===== src/rtl/pipeline_ctrl.sv =====
// pipeline_ctrl: stall/flush/freeze sequencer for the 5-stage pipeline.
// Merges hazard, branch-taken and SRAM handshake into per-stage enables,
// owns the SRAM wait FSM with timeout, and keeps saturating event counters.
module pipeline_ctrl #(
  parameter int MEM_TIMEOUT = 64,
  parameter int CNT_W       = 16
) (
  input  logic             clk,
  input  logic             rst,
  input  logic             hazard_detected,
  input  logic             branch_taken,
  input  logic             mem_req,
  input  logic             sram_ready,
  output logic             sram_start,
  output logic             freeze_pc,
  output logic             freeze_if_id,
  output logic             flush_if_id,
  output logic             bubble_id_exe,
  output logic             freeze_all,
  output logic             timeout_err,
  output logic [CNT_W-1:0] stall_cnt,
  output logic [CNT_W-1:0] flush_cnt,
  output logic [CNT_W-1:0] freeze_cnt
);

  localparam int                WAIT_W    = $clog2(MEM_TIMEOUT);
  localparam logic [WAIT_W-1:0] WAIT_LAST = WAIT_W'(MEM_TIMEOUT - 1);

  typedef enum logic [1:0] {
    RUN      = 2'd0,
    MEM_WAIT = 2'd1,
    ERR      = 2'd2
  } state_t;

  state_t            state, state_nxt;
  logic [WAIT_W-1:0] wait_cnt, wait_cnt_nxt;

  logic fa_raw, start_raw, terr_raw;
  logic fpc_raw, fif_raw, flush_raw, bub_raw;
  logic stall_ev, flush_ev;

  // Counters stick at all-ones instead of wrapping.
  function automatic logic [CNT_W-1:0] sat_inc(input logic [CNT_W-1:0] v);
    return (&v) ? v : v + CNT_W'(1);
  endfunction

  // FSM state and wait-cycle counter.
  always_ff @(posedge clk or posedge rst) begin
    if (rst) begin
      state    <= RUN;
      wait_cnt <= '0;
    end else begin
      state    <= state_nxt;
      wait_cnt <= wait_cnt_nxt;
    end
  end

  // Next-state logic plus SRAM launch / global freeze decode.
  always_comb begin
    state_nxt    = state;
    wait_cnt_nxt = wait_cnt;
    fa_raw       = 1'b0;
    start_raw    = 1'b0;
    terr_raw     = 1'b0;
    case (state)
      RUN: begin
        wait_cnt_nxt = '0;
        if (mem_req) begin
          start_raw = 1'b1;
          fa_raw    = 1'b1;
          state_nxt = MEM_WAIT;
        end
      end
      MEM_WAIT: begin
        // The pipe advances on the ready cycle itself.
        fa_raw = !sram_ready;
        if (sram_ready) begin
          state_nxt    = RUN;
          wait_cnt_nxt = '0;
        end else if (wait_cnt == WAIT_LAST) begin
          state_nxt    = ERR;
          wait_cnt_nxt = '0;
        end else begin
          wait_cnt_nxt = wait_cnt + WAIT_W'(1);
        end
      end
      ERR: begin
        fa_raw   = 1'b1;
        terr_raw = 1'b1;
      end
      default: begin
        state_nxt    = RUN;
        wait_cnt_nxt = '0;
      end
    endcase
  end

  // Stage-enable priority: freeze, then branch flush, then hazard stall.
  always_comb begin
    fpc_raw   = 1'b0;
    fif_raw   = 1'b0;
    flush_raw = 1'b0;
    bub_raw   = 1'b0;
    if (fa_raw) begin
      // Frozen registers keep hazard/branch; they are re-evaluated once unfrozen.
      fpc_raw = 1'b1;
      fif_raw = 1'b1;
    end else if (branch_taken) begin
      // The stalled instruction, if any, is squashed by the flush.
      flush_raw = 1'b1;
      bub_raw   = 1'b1;
    end else if (hazard_detected) begin
      fpc_raw = 1'b1;
      fif_raw = 1'b1;
      bub_raw = 1'b1;
    end
  end

  assign flush_ev = !fa_raw && branch_taken;
  assign stall_ev = !fa_raw && !branch_taken && hazard_detected;

  // Saturating performance counters, updated on the edge after the event.
  always_ff @(posedge clk or posedge rst) begin
    if (rst) begin
      stall_cnt  <= '0;
      flush_cnt  <= '0;
      freeze_cnt <= '0;
    end else begin
      if (stall_ev) stall_cnt  <= sat_inc(stall_cnt);
      if (flush_ev) flush_cnt  <= sat_inc(flush_cnt);
      if (fa_raw)   freeze_cnt <= sat_inc(freeze_cnt);
    end
  end

  // Every control output is held low while reset is asserted.
  assign sram_start    = start_raw & ~rst;
  assign freeze_all    = fa_raw    & ~rst;
  assign timeout_err   = terr_raw  & ~rst;
  assign freeze_pc     = fpc_raw   & ~rst;
  assign freeze_if_id  = fif_raw   & ~rst;
  assign flush_if_id   = flush_raw & ~rst;
  assign bubble_id_exe = bub_raw   & ~rst;

endmodule


===== config.mk =====
export PLATFORM = sky130hd
export DESIGN_NAME = pipeline_ctrl
export DESIGN_NICKNAME = d
export VERILOG_FILES = /design/src/rtl/pipeline_ctrl.sv
export SDC_FILE = /design/constraint.sdc
export NUM_CORES = 1
export LEC_CHECK = 0
export BUFFER_PORTS_ARGS = -buffer_cell sky130_fd_sc_hd__buf_2
export CAP_MARGIN = 25
export CORE_ASPECT_RATIO = 0.6
export CORE_UTILIZATION = 54
export CTS_CLUSTER_DIAMETER = 150
export DETAILED_ROUTE_END_ITERATION = 6
export PLACE_DENSITY = 0.78
export SKIP_CTS_REPAIR_TIMING = 1
export SYNTH_ARGS = -nofsm -noshare
export SYNTH_HDL_FRONTEND = slang
export SYNTH_SLANG_ARGS = --single-unit

===== constraint.sdc =====
create_clock -name clk -period 2.4 [get_ports clk]
set_input_delay 0.48 -clock clk [delete_from_list [all_inputs] [get_ports clk]]
set_output_delay 0.48 -clock clk [all_outputs]
set_load 0.02 [all_outputs]

==> results of run 1 <==
-- cells by family after synthesis --
kind of cell / after synthesis / synth area share, %
AOI/OAI and AO/OA: 23 / 7.472
xor gates and xnor gates: 42 / 13.39
and+or+nand+nor: 113 / 22.87
adders and majority gates: 4 / 1.822
DFF: 56 / 51.02
buffers and inverters: 9 / 1.412
muxes: 5 / 2.004
-- per-layer routing --
| metal | GRT usage (%) | vias to the layer above | wire [um] |
|---|---|---|---|
| met2 | 32.22 | 49 | 2370 |
| met3 | 5.067 | 4 | 231 |
| li1 | - | 1026 | - |
| met5 | 0 | - | 0 |
| met1 | 35.78 | 1042 | 2852 |
| met4 | 5.275 | 0 | 31 |
-- power breakdown --
group | internal (W) | total [W] | switching (W) | leakage (nW)
combinational | 0.000114 | 0.000287 | 0.000173 | 0.798
clock | 0.000315 | 0.000626 | 0.000311 | 0.0548
sequential | 0.00101 | 0.00109 | 0.0000824 | 0.737
-- sequential cells by signal (all words and copies together) (netlist names) --
| name | flops |
|---|---|
| flush_cnt | 16 |
| freeze_cnt | 16 |
| stall_cnt | 16 |
| state | 2 |
| wait_cnt | 6 |
-- worst max-delay path by stage --
stage	from	to	slack, ns	cells past startpoint
after detailed placement	mem_req	stall_cnt[9]	0.36	6
after CTS	state[1]	flush_if_id	0.16	4
after floorplan	sram_ready	freeze_pc	0.30	4
after global routing	state[1]	flush_if_id	0.07	4
after global placement	sram_ready	flush_if_id	0.36	5
final	state[1]	flush_if_id	0.16	4
-- worst register-to-register path, stage by stage (launching register included) --
cell,delay [ns]
dfrtp_1,0.43
nor3b_2,0.20
buf_4,0.17
or3_4,0.40
a211oi_2,0.33
nand4_1,0.16
xnor2_1,0.20
-- area by class of cell --
class                   count  area share, %
repair buffers             62          10.07
multi-input cells         187          40.12
inverters                   7         0.8071
clock inverters             3          1.422
well taps                  63          2.421
flip-flops and latches     56          43.04
clock buffers               5          2.114
-- synth_stat cells (2+ instances only) --
| master | instances | share of area [%] |
|---|---|---|
| xor2_1 | 13 | 4.1 |
| and2b_1 | 2 | 0.55 |
| mux2_2 | 4 | 1.6 |
| nand3_1 | 20 | 3.6 |
| nand4_1 | 12 | 2.7 |
| nor2b_1 | 3 | 0.68 |
| a2111oi_4 | 2 | 2.0 |
| o31ai_1 | 2 | 0.55 |
| nand2_1 | 26 | 3.6 |
| o21ai_0 | 8 | 1.5 |
| xnor2_1 | 29 | 9.2 |
| a21oi_1 | 4 | 0.73 |
| nor3_1 | 3 | 0.55 |
| and4_1 | 4 | 1.3 |
| dfrtp_1 | 56 | 51 |
| ha_1 | 4 | 1.8 |
| a21oi_2 | 2 | 0.64 |
| inv_1 | 7 | 0.96 |
| nor4_1 | 3 | 0.68 |
| nor3b_2 | 2 | 0.91 |
| and3_1 | 8 | 1.8 |
| nand3b_1 | 3 | 0.82 |
| nor2_1 | 17 | 2.3 |
-- metrics by stage --
stage	setup slack (ns)	util [%]	std cells	cell area, um^2
floorplan	0.3011	-	252	2746
global placement	0.3586	66.38	375	3141
detailed placement	0.3600	66.38	375	3141
CTS	0.1591	68.82	383	3256
global route	0.06566	68.82	383	3256
finish	0.1562	68.82	383	3256
==> summary.md, run 1 <==
| Metric | Value |
|---|---|
| Full die area | 5384 um^2 |
| YS warnings | 0 |
| Startpoint Class | flip-flop |
| Fin crit share | between 90% and 100% |
| Yosys reg bits | 56 |
| Footprint of the multi-input gates | 1306 um^2 |
| Slowest-stage cell, CP | or3b_2 |
| TritonRoute pass-1 iters | 4 |
| Fin crit period | approximately 2.2 ns |
| Critical Path RT | approximately 1.9 ns |
| Skew final | ~0.014 ns |
| Slew @ Worst Pin | ~0.54 ns |
| Count of pins over their slew limit | 0 |
| Net count after synthesis | 262 |
| Delay-heaviest family, CP | simple AND/OR/NAND/NOR gates |
| Crit-path cells | or3b_2 > nand3b_1 > nor2_1 > buf_2 |
| Final HPWL DP | 4102 um |
| Final Hold Fails | 0 |
| Most frequent cells in the layout | buf_2 (60), dfrtp_1 (56), xnor2_1 (29) |
| DR iter-0 viols | around 130 |
| Final setup viols | 0 |
| Initial Util | 58.05% |
| Setup TNS | 0 ns |
| CTS H-tree lvls | 2 |
| Leak | between 1.5 and 2 nW |
| Worst slew margin | ~64% |
| Routed WL | 5486 um |
| Status | complete, no violations |
| Clock Latency Late Sink | approximately 0.31 ns |
| CTS tree | done |
| Largest net degree at the start of global routing | 33 |
| Dominant synthesized flop cell | dfrtp_1 |
| Core ar. | approximately 4700 um^2 |
| Critical path class | flip-flop to output pin |
| Clock buffer depth | 2 |
| Power Density | around 610 nW/um^2 |
| Layout Nets | between 300 and 400 |
| I/O pin count | between 60 and 70 |
| Commonest non-fill, non-tap cell in the layout | buf_2 |
| Max IR drop VDD | around 0.00042 V |
| Worst R2R Path Depth | 6 |
| RSZ-0062 raised after global routing | no |
| Worst-path fanout max | 6 |
| Die Y | between 50 and 60 um |
| Pwr Total | approximately 0.0020 W |
| Synthesized cell area | approximately 2700 um^2 |
| Post-route DRC | 0 |
| Routed Antenna Nets | 0 |
| CTS buffer count | 5 |
| Fill cells | about 370 |
| Hold WC Path Type | input port to async pin |
| Reg-to-Reg Start | state[0] |
| Crit. End Element | output pin |
| Cell row count | 19 |
| Fmax | 445.7 MHz |
| Peak per-stage delay on the critical path | approximately 0.55 ns |
| Initial antenna violation count | 0 |
| FFs w/ async S/R, synth | 100.0% |
| EDFF count, synth | 0 |
| WL/cell | 14.32 um |
| Max-Cap Viols | 0 |
| Vias per std cell | 5.538 |
| Buf/Inv on CP | 1 |
| CTS Sinks | 56 |
| Syn_area_per_cell | approximately 11 um^2 |
| Port-buffer cells | 60 |
| Fin Hold WS | between 0.2 and 0.3 ns |
| Chip width | roughly 94 um |
| Mapped Cells | between 200 and 300 |
| Reg2reg setup slack | between 0.4 and 0.5 ns |
| Vias in the first global route | roughly 1900 |
| Layout cell share with drive strength beyond 1 | about 28% |
| Clock root buffer | clkbuf_8 |
| P&R area growth vs syn | 18.54% |
| Unique masters post-synth | 41 |
| Total GRT Usage | 22.80% |
| Sequential Area | roughly 1400 um^2 |
| Global-route wire length before repair | approximately 9400 um |
| Sequential-to-total area share from yosys stat | 51.03% |
| Worst R2R End | stall_cnt[9] |
| GR Overflow Total | 0 |
| RePlAce Congestion | just under 0.8 |
| Critical path data arrival time | around 1.8 ns |
| Vias | about 2100 |
| Reg clk slew, reported paths | roughly 0.10 ns |
| Diodes inserted | 0 |
Power figures use the tool's default switching activity.
==> inputs of run 2 (changes only) <==
--- a/config.mk
+++ b/config.mk
@@ -16,3 +16,4 @@
 export SYNTH_ARGS = -nofsm -noshare
 export SYNTH_HDL_FRONTEND = slang
 export SYNTH_SLANG_ARGS = --single-unit
+export TNS_END_PERCENT = 20
==> constraint.sdc (replaced) <==
create_clock -name clk -period 2.1 [get_ports clk]
set_input_delay 0.42 -clock clk [delete_from_list [all_inputs] [get_ports clk]]
set_output_delay 0.42 -clock clk [all_outputs]
set_load 0.02 [all_outputs]
==> run 2 against run 1 <==
Die area is the same. Clock skew fell by 0.0017 ns. Sequential share of layout area shrank 0.22 points. Combinational power increased by 15%. Count of clock-buffer cells in the layout is 3 higher. Clock power shrank 2%. Critical endpoint unchanged. Via count decreased by 0.75%. Global-route usage is 0.66 points higher. Wire length grew 1.7%. Worst setup slack lost 0.14 ns.
==> summary.md, run 2 (same netlist as run 1, synthesis figures left out) <==
| Metric | Value |
|---|---|
| Routed Antenna Nets | 0 (unchanged) |
| Cell row count | 19 (unchanged) |
| Highest Signal Layer | met4 |
| Clock buffer depth | 2 (unchanged) |
| Hold WC Path Type | input port to async pin |
| Fill cells | 386 (+3.8%) |
| Met2 WL | 2285 um (-3.6%) |
| Net Sw Frac | 29.22% (+0.91 points) |
| Footprint of the multi-input gates | 1319 um^2 (+0.96%) |
| Chip width | 94.07 um (unchanged) |
| Critical path data arrival time | 1.67 ns (-0.09 ns) |
| Sequential Area | 1404 um^2 (+0.18%) |
| Layout Cells excl Fill | 389 (+1.6%) |
| DR iter-0 viols | 107 (-16%) |
| Cells after DPL | 380 (+1.3%) |
| Fin Hold WS | 0.2050 ns (-0.06081 ns) |
| Slowest-stage cell, CP | or3b_2 |
| Largest net degree at the start of global routing | 34 (+3.0%) |
| WL/cell | 14.34 um (+0.11%) |
| Leak | 1.615 nW (+1.5%) |
| Peak per-stage delay on the critical path | 0.54 ns (about the same) |
| CTS buffer count | 5 (unchanged) |
| Max IR drop VDD | 0.0006406 V (+52%) |
| GR Overflow Total | 0 (unchanged) |
| Layout Nets | 335 (+1.8%) |
| RePlAce Congestion | 0.7806 (-1.9%) |
| RSZ-0062 raised after global routing | yes |
| Diodes inserted | 0 (unchanged) |
| CTS tree | done |
| Met3 routed WL | 280 um (+21%) |
| Full die area | 5384 um^2 (unchanged) |
| Setup TNS | 0 ns (unchanged) |
| Final setup viols | 0 (unchanged) |
| I/O pin count | 61 (unchanged) |
| DRT met1 WL | 2950 um (+3.4%) |
| Final Hold Fails | 0 (unchanged) |
| Worst-path fanout max | 6 (unchanged) |
| Core ar. | 4731 um^2 (unchanged) |
| Layout cell share with drive strength beyond 1 | 29.75% (+1.6 points) |
| Clock root buffer | clkbuf_8 |
| Fmax | around 480 MHz |
| Count of pins over their slew limit | 0 (unchanged) |
| Fin crit share | between 90% and 100% |
| Fin crit period | approximately 2.1 ns |
| Max-Cap Viols | 0 (unchanged) |
| Global-route wire length before repair | 9666 um (+2.9%) |
| Die Y | 57.24 um (unchanged) |
| Critical path class | flip-flop to output pin |
| Port-buffer cells | 60 (unchanged) |
| Vias per std cell | 5.411 (-2.3%) |
| Pint | 0.001549 W (+8.0%) |
| Total GRT Usage | 23.45% (+0.66 points) |
| Clock Latency Late Sink | 0.32 ns (about the same) |
| Clock network fraction of design power | 28.2% (-3.1 points) |
| Power Density | 667.7 nW/um^2 (+8.7%) |
| CTS Sinks | 56 (unchanged) |
| Worst slew margin | 72.03% (+8.2 points) |
| Startpoint Class | flip-flop |
| Post-route DRC | 0 (unchanged) |
| CTS H-tree lvls | 2 (unchanged) |
| Status | complete, no violations |
| Initial antenna violation count | 0 (unchanged) |
| TritonRoute pass-1 iters | 4 (unchanged) |
| Pwr Total | 0.002189 W (+9.4%) |
| Routed WL | 5578 um (+1.7%) |
| Logic pwr share | 15.1% (+0.8 points) |
| Slew @ Worst Pin | 0.4152 ns (-0.1270 ns) |
| P&R area growth vs syn | 19.36% |
| Most frequent cells in the layout | buf_2 (60), dfrtp_1 (54), xnor2_1 (29) |
| Reg clk slew, reported paths | 0.10 ns (about the same) |
| Commonest non-fill, non-tap cell in the layout | buf_2 |
| Seq pwr share | 56.7% (+2.3 points) |
| Psw | 0.0006396 W (+13%) |
| Crit. End Element | output pin |
| Crit-path cells | or3b_2 > nand3b_1 > nor2_1 > buf_2 |
| Skew final | 0.01176 ns (-0.001740 ns) |
| Vias | 2105 (-0.75%) |
| Final HPWL DP | 4067 um (-0.85%) |
| Initial Util | 58.05% (unchanged) |
| Critical Path RT | 1.68 ns (-0.24 ns) |
| Vias in the first global route | 2021 (+4.6%) |
| Largest registers | flush_cnt (16), freeze_cnt (16), stall_cnt (16) |
[run 2: changes by cell type in the layout (fill, tap and decap cells not counted)]
cell        delta
nor3b_4        +1
nor4_1         -1
buf_4          +7
clkbuf_8       +1
nor4_2         +1
dfrtp_1        -2
clkbuf_1       +2
bufinv_16      -1
dfrtp_2        +2
inv_6          -1
nor3b_2        -1
buf_12         -1
clkinvlp_4     -1
[run 2: final timing paths]
check / from / to / slack (ns) / cells past startpoint
setup / recovery: state[1] / flush_if_id / 0.01 / 4
hold / removal: rst / stall_cnt[5] / 0.21 / 3
setup reg to reg: state[1] / flush_cnt[14] / 0.17 / 6
hold reg to reg: stall_cnt[4] / stall_cnt[4] / 0.50 / 1
max in group asynchronous: rst / flush_cnt[0] / 1.55 / 3
min in group clk: mem_req / state[0] / 0.36 / 3
[run 2: area by class of cell]
class,count,area share [%]
sequential,56,42.82
multi-input combinational,187,40.23
inverter,7,0.8015
clock buffer,8,2.748
timing repair buffer,68,10.99
tap,63,2.405
[run 2: power by group through the flow]
stage                     logic, W  registers [W]  clock network, W
final                     0.000331        0.00124          0.000616
after global routing      0.000365        0.00126          0.000674
after CTS                 0.000336        0.00124          0.000627
after detailed placement  0.000336        0.00126                 0
after global placement    0.000331        0.00126                 0
after floorplan           0.000136        0.00134                 0
[run 2: per-stage QoR]
stage / area, um^2 / worst slack [ns] / utilization (%)
2_1_floorplan: 2746 / 0.1036 / -
3_3_place_gp: 3166 / 0.1580 / 66.91
3_5_place_dp: 3166 / 0.1213 / 66.91
4_1_cts: 3256 / -0.1106 / 68.82
5_1_grt: 3278 / -0.03387 / 69.29
6_report: 3278 / 0.01256 / 69.29
[run 2: critical path: cells and delay by family, from the launching register on]
| family | cells | cell delay [ns] |
|---|---|---|
| DFF | 1 | 0.46 |
| buffers and inverters | 1 | 0.16 |
| and+or+nand+nor | 3 | 0.73 |
[run 2: metal layers]
layer  vias to the layer above  GRT usage [%]
met5                         -              0
li1                       1030              -
met1                      1007          36.17
met4                         0          8.132
met3                         7          4.933
met2                        61          32.74
==> inputs of run 3 (changes only) <==
--- a/config.mk
+++ b/config.mk
@@ -9,6 +9,7 @@
 export CAP_MARGIN = 25
 export CORE_ASPECT_RATIO = 0.6
 export CORE_UTILIZATION = 54
+export CTS_BUF_LIST = sky130_fd_sc_hd__clkbuf_4 sky130_fd_sc_hd__clkbuf_8 sky130_fd_sc_hd__clkbuf_16
 export CTS_CLUSTER_DIAMETER = 150
 export DETAILED_ROUTE_END_ITERATION = 6
 export PLACE_DENSITY = 0.78
==> run 3 against run 2 <==
Cell area rose by 0.23%. Fmax rose by 0.29%. Cell count did not move. Register-to-register slack barely moved. Combinational power barely moved. Via count fell by 0.14%. Global-route usage did not move. Non-clock buffer count did not move. Critical path depth did not move. Clock skew rose by 0.00080 ns. Sequential share of layout area fell by 0.098 points.
==> summary.md, run 3 (same netlist as run 1, synthesis figures left out) <==
| Metric | Value |
|---|---|
| Status | complete, no violations |
| Power Density | 672.9 nW/um^2 (+0.78%) |
| I/O pin count | 61 (unchanged) |
| Final HPWL DP | 4067 um (unchanged) |
| Total GRT Usage | 23.45% (unchanged) |
| Worst slew margin | 70.72% (-1.3 points) |
| Delay-heaviest family, CP | simple AND/OR/NAND/NOR gates |
| Fmax | 480.4 MHz (+0.29%) |
| Sequential Area | 1404 um^2 (unchanged) |
| Diodes inserted | 0 (unchanged) |
| Cell count along the critical path | 4 (unchanged) |
| Core ar. | 4731 um^2 (unchanged) |
| Pwr Total | 0.002211 W (+1.0%) |
| Critical path class | flip-flop to output pin |
| Routed Antenna Nets | 0 (unchanged) |
| Footprint of the multi-input gates | 1319 um^2 (unchanged) |
| Crit-path cells | or3b_2 > nand3b_1 > nor2_1 > buf_2 |
| Largest registers | flush_cnt (16), freeze_cnt (16), stall_cnt (16) |
| Reg clk slew, reported paths | 0.10 ns (about the same) |
| Reg2reg setup slack | 0.16 ns (about the same) |
| CTS buffer count | 5 (unchanged) |
| Fin area | 3286 um^2 (+0.23%) |
| Clock root buffer | clkbuf_8 |
| Clock buffer depth | 2 (unchanged) |
| Clock Latency Late Sink | 0.32 ns (about the same) |
| WL/cell | 14.30 um (-0.25%) |
| CTS Sinks | 56 (unchanged) |
| Commonest non-fill, non-tap cell in the layout | buf_2 |
| Worst-path fanout max | 6 (unchanged) |
| Skew final | 0.01256 ns (+0.0007974 ns) |
| DR iter-0 viols | 121 (+13%) |
| Buf/Inv on CP | 1 (unchanged) |
| Vias per std cell | 5.404 (-0.14%) |
| Largest net degree at the start of global routing | 34 (unchanged) |
| Final Hold Fails | 0 (unchanged) |
| Vias in the first global route | 2021 (unchanged) |
| Most frequent cells in the layout | buf_2 (60), dfrtp_1 (54), xnor2_1 (29) |
| Initial Util | 58.05% (unchanged) |
| Count of pins over their slew limit | 0 (unchanged) |
| Chip width | 94.07 um (unchanged) |
| Fin crit share | 99.11% (-0.29 points) |
| Routed WL | 5564 um (-0.25%) |
| Hold WC Path Type | input port to async pin |
| Critical Path RT | 1.68 ns (about the same) |
| Dpl ws | 0.1213 ns (unchanged) |
| Die Y | 57.24 um (unchanged) |
| P&R area growth vs syn | 19.64% |
| TritonRoute pass-1 iters | 4 (unchanged) |
| Slew @ Worst Pin | 0.4347 ns (+0.01947 ns) |
| RSZ-0062 raised after global routing | yes |
| Port-buffer cells | 60 (unchanged) |
| CTS H-tree lvls | 2 (unchanged) |
| Initial antenna violation count | 0 (unchanged) |
| Crit. End Element | output pin |
| RePlAce Congestion | 0.7806 (unchanged) |
| Max-Cap Viols | 0 (unchanged) |
| Setup TNS | 0 ns (unchanged) |
| Peak per-stage delay on the critical path | 0.54 ns (about the same) |
| CTS tree | done |
| Vias | 2102 (-0.14%) |
| Fin Hold WS | 0.2022 ns (-0.002826 ns) |
| Layout cell share with drive strength beyond 1 | 30.37% (+0.61 points) |
| DP Area | 3166 um^2 (unchanged) |
| Final setup viols | 0 (unchanged) |
| GR Overflow Total | 0 (unchanged) |
| Global-route wire length before repair | 9660 um (about the same) |
| Post-route DRC | 0 (unchanged) |
| Slowest-stage cell, CP | or3b_2 |
| Critical path data arrival time | 1.66 ns (about the same) |
| Full die area | 5384 um^2 (unchanged) |
| Cell row count | 19 (unchanged) |
| Layout Nets | 335 (unchanged) |
| Max IR drop VDD | 0.0006405 V (about the same) |
| Leak | 1.622 nW (+0.42%) |
| Startpoint Class | flip-flop |
| Fin crit period | 2.081 ns (-0.006056 ns) |
| Worst R2R Path Depth | 6 (unchanged) |
| Fill cells | 386 (unchanged) |
| Final Worst Setup Slack | 0.01862 ns (+0.006056 ns) |
==> run 3: worst reg2reg max path, delay by kind of cell, from the launching register on <==
kind	cells	cell delay (ns)
simple gates	2	0.37
xor+xnor	1	0.15
compound gates	2	0.68
buf+inv	1	0.17
flops	1	0.46
==> run 3: path summary, 6_finish.rpt <==
path,from,end
worst max-delay path,state[1],flush_if_id
worst min-delay path,rst,stall_cnt[5]
worst max register to register,state[1],flush_cnt[14]
worst min register to register,stall_cnt[4],stall_cnt[4]
max in group asynchronous,rst,flush_cnt[0]
min in group clk,mem_req,state[0]
==> run 3: per-layer routing <==
metal  GRT usage, %  share of wire, %
met1          36.35                53
met2          32.53                41
met3          4.933               5.0
met4          8.132               1.1
met5              0                 0
==> run 3: where the power goes <==
group | switching (W) | leakage (nW) | total (W) | internal [W]
Sequential | 0.0000930 | 0.735 | 0.00124 | 0.00115
Combinational | 0.000200 | 0.834 | 0.000331 | 0.000130
Clock | 0.000343 | 0.0523 | 0.000639 | 0.000296
Total | 0.000636 | 1.62 | 0.00221 | 0.00157
==> run 3: stage by stage <==
step	utilization, %	cells
2_1_floorplan	-	252
4_1_cts	68.98	388
3_5_place_dp	66.91	380
6_report	69.45	389
3_3_place_gp	66.91	380
5_1_grt	69.45	389
==> run 3: area by class of cell <==
class                      count  area share (%)
timing repair buffer          68           10.97
inverter                       7          0.7997
tap                           63           2.399
sequential                    56           42.73
multi-input combinational    187           40.14
clock buffer                   8           2.970
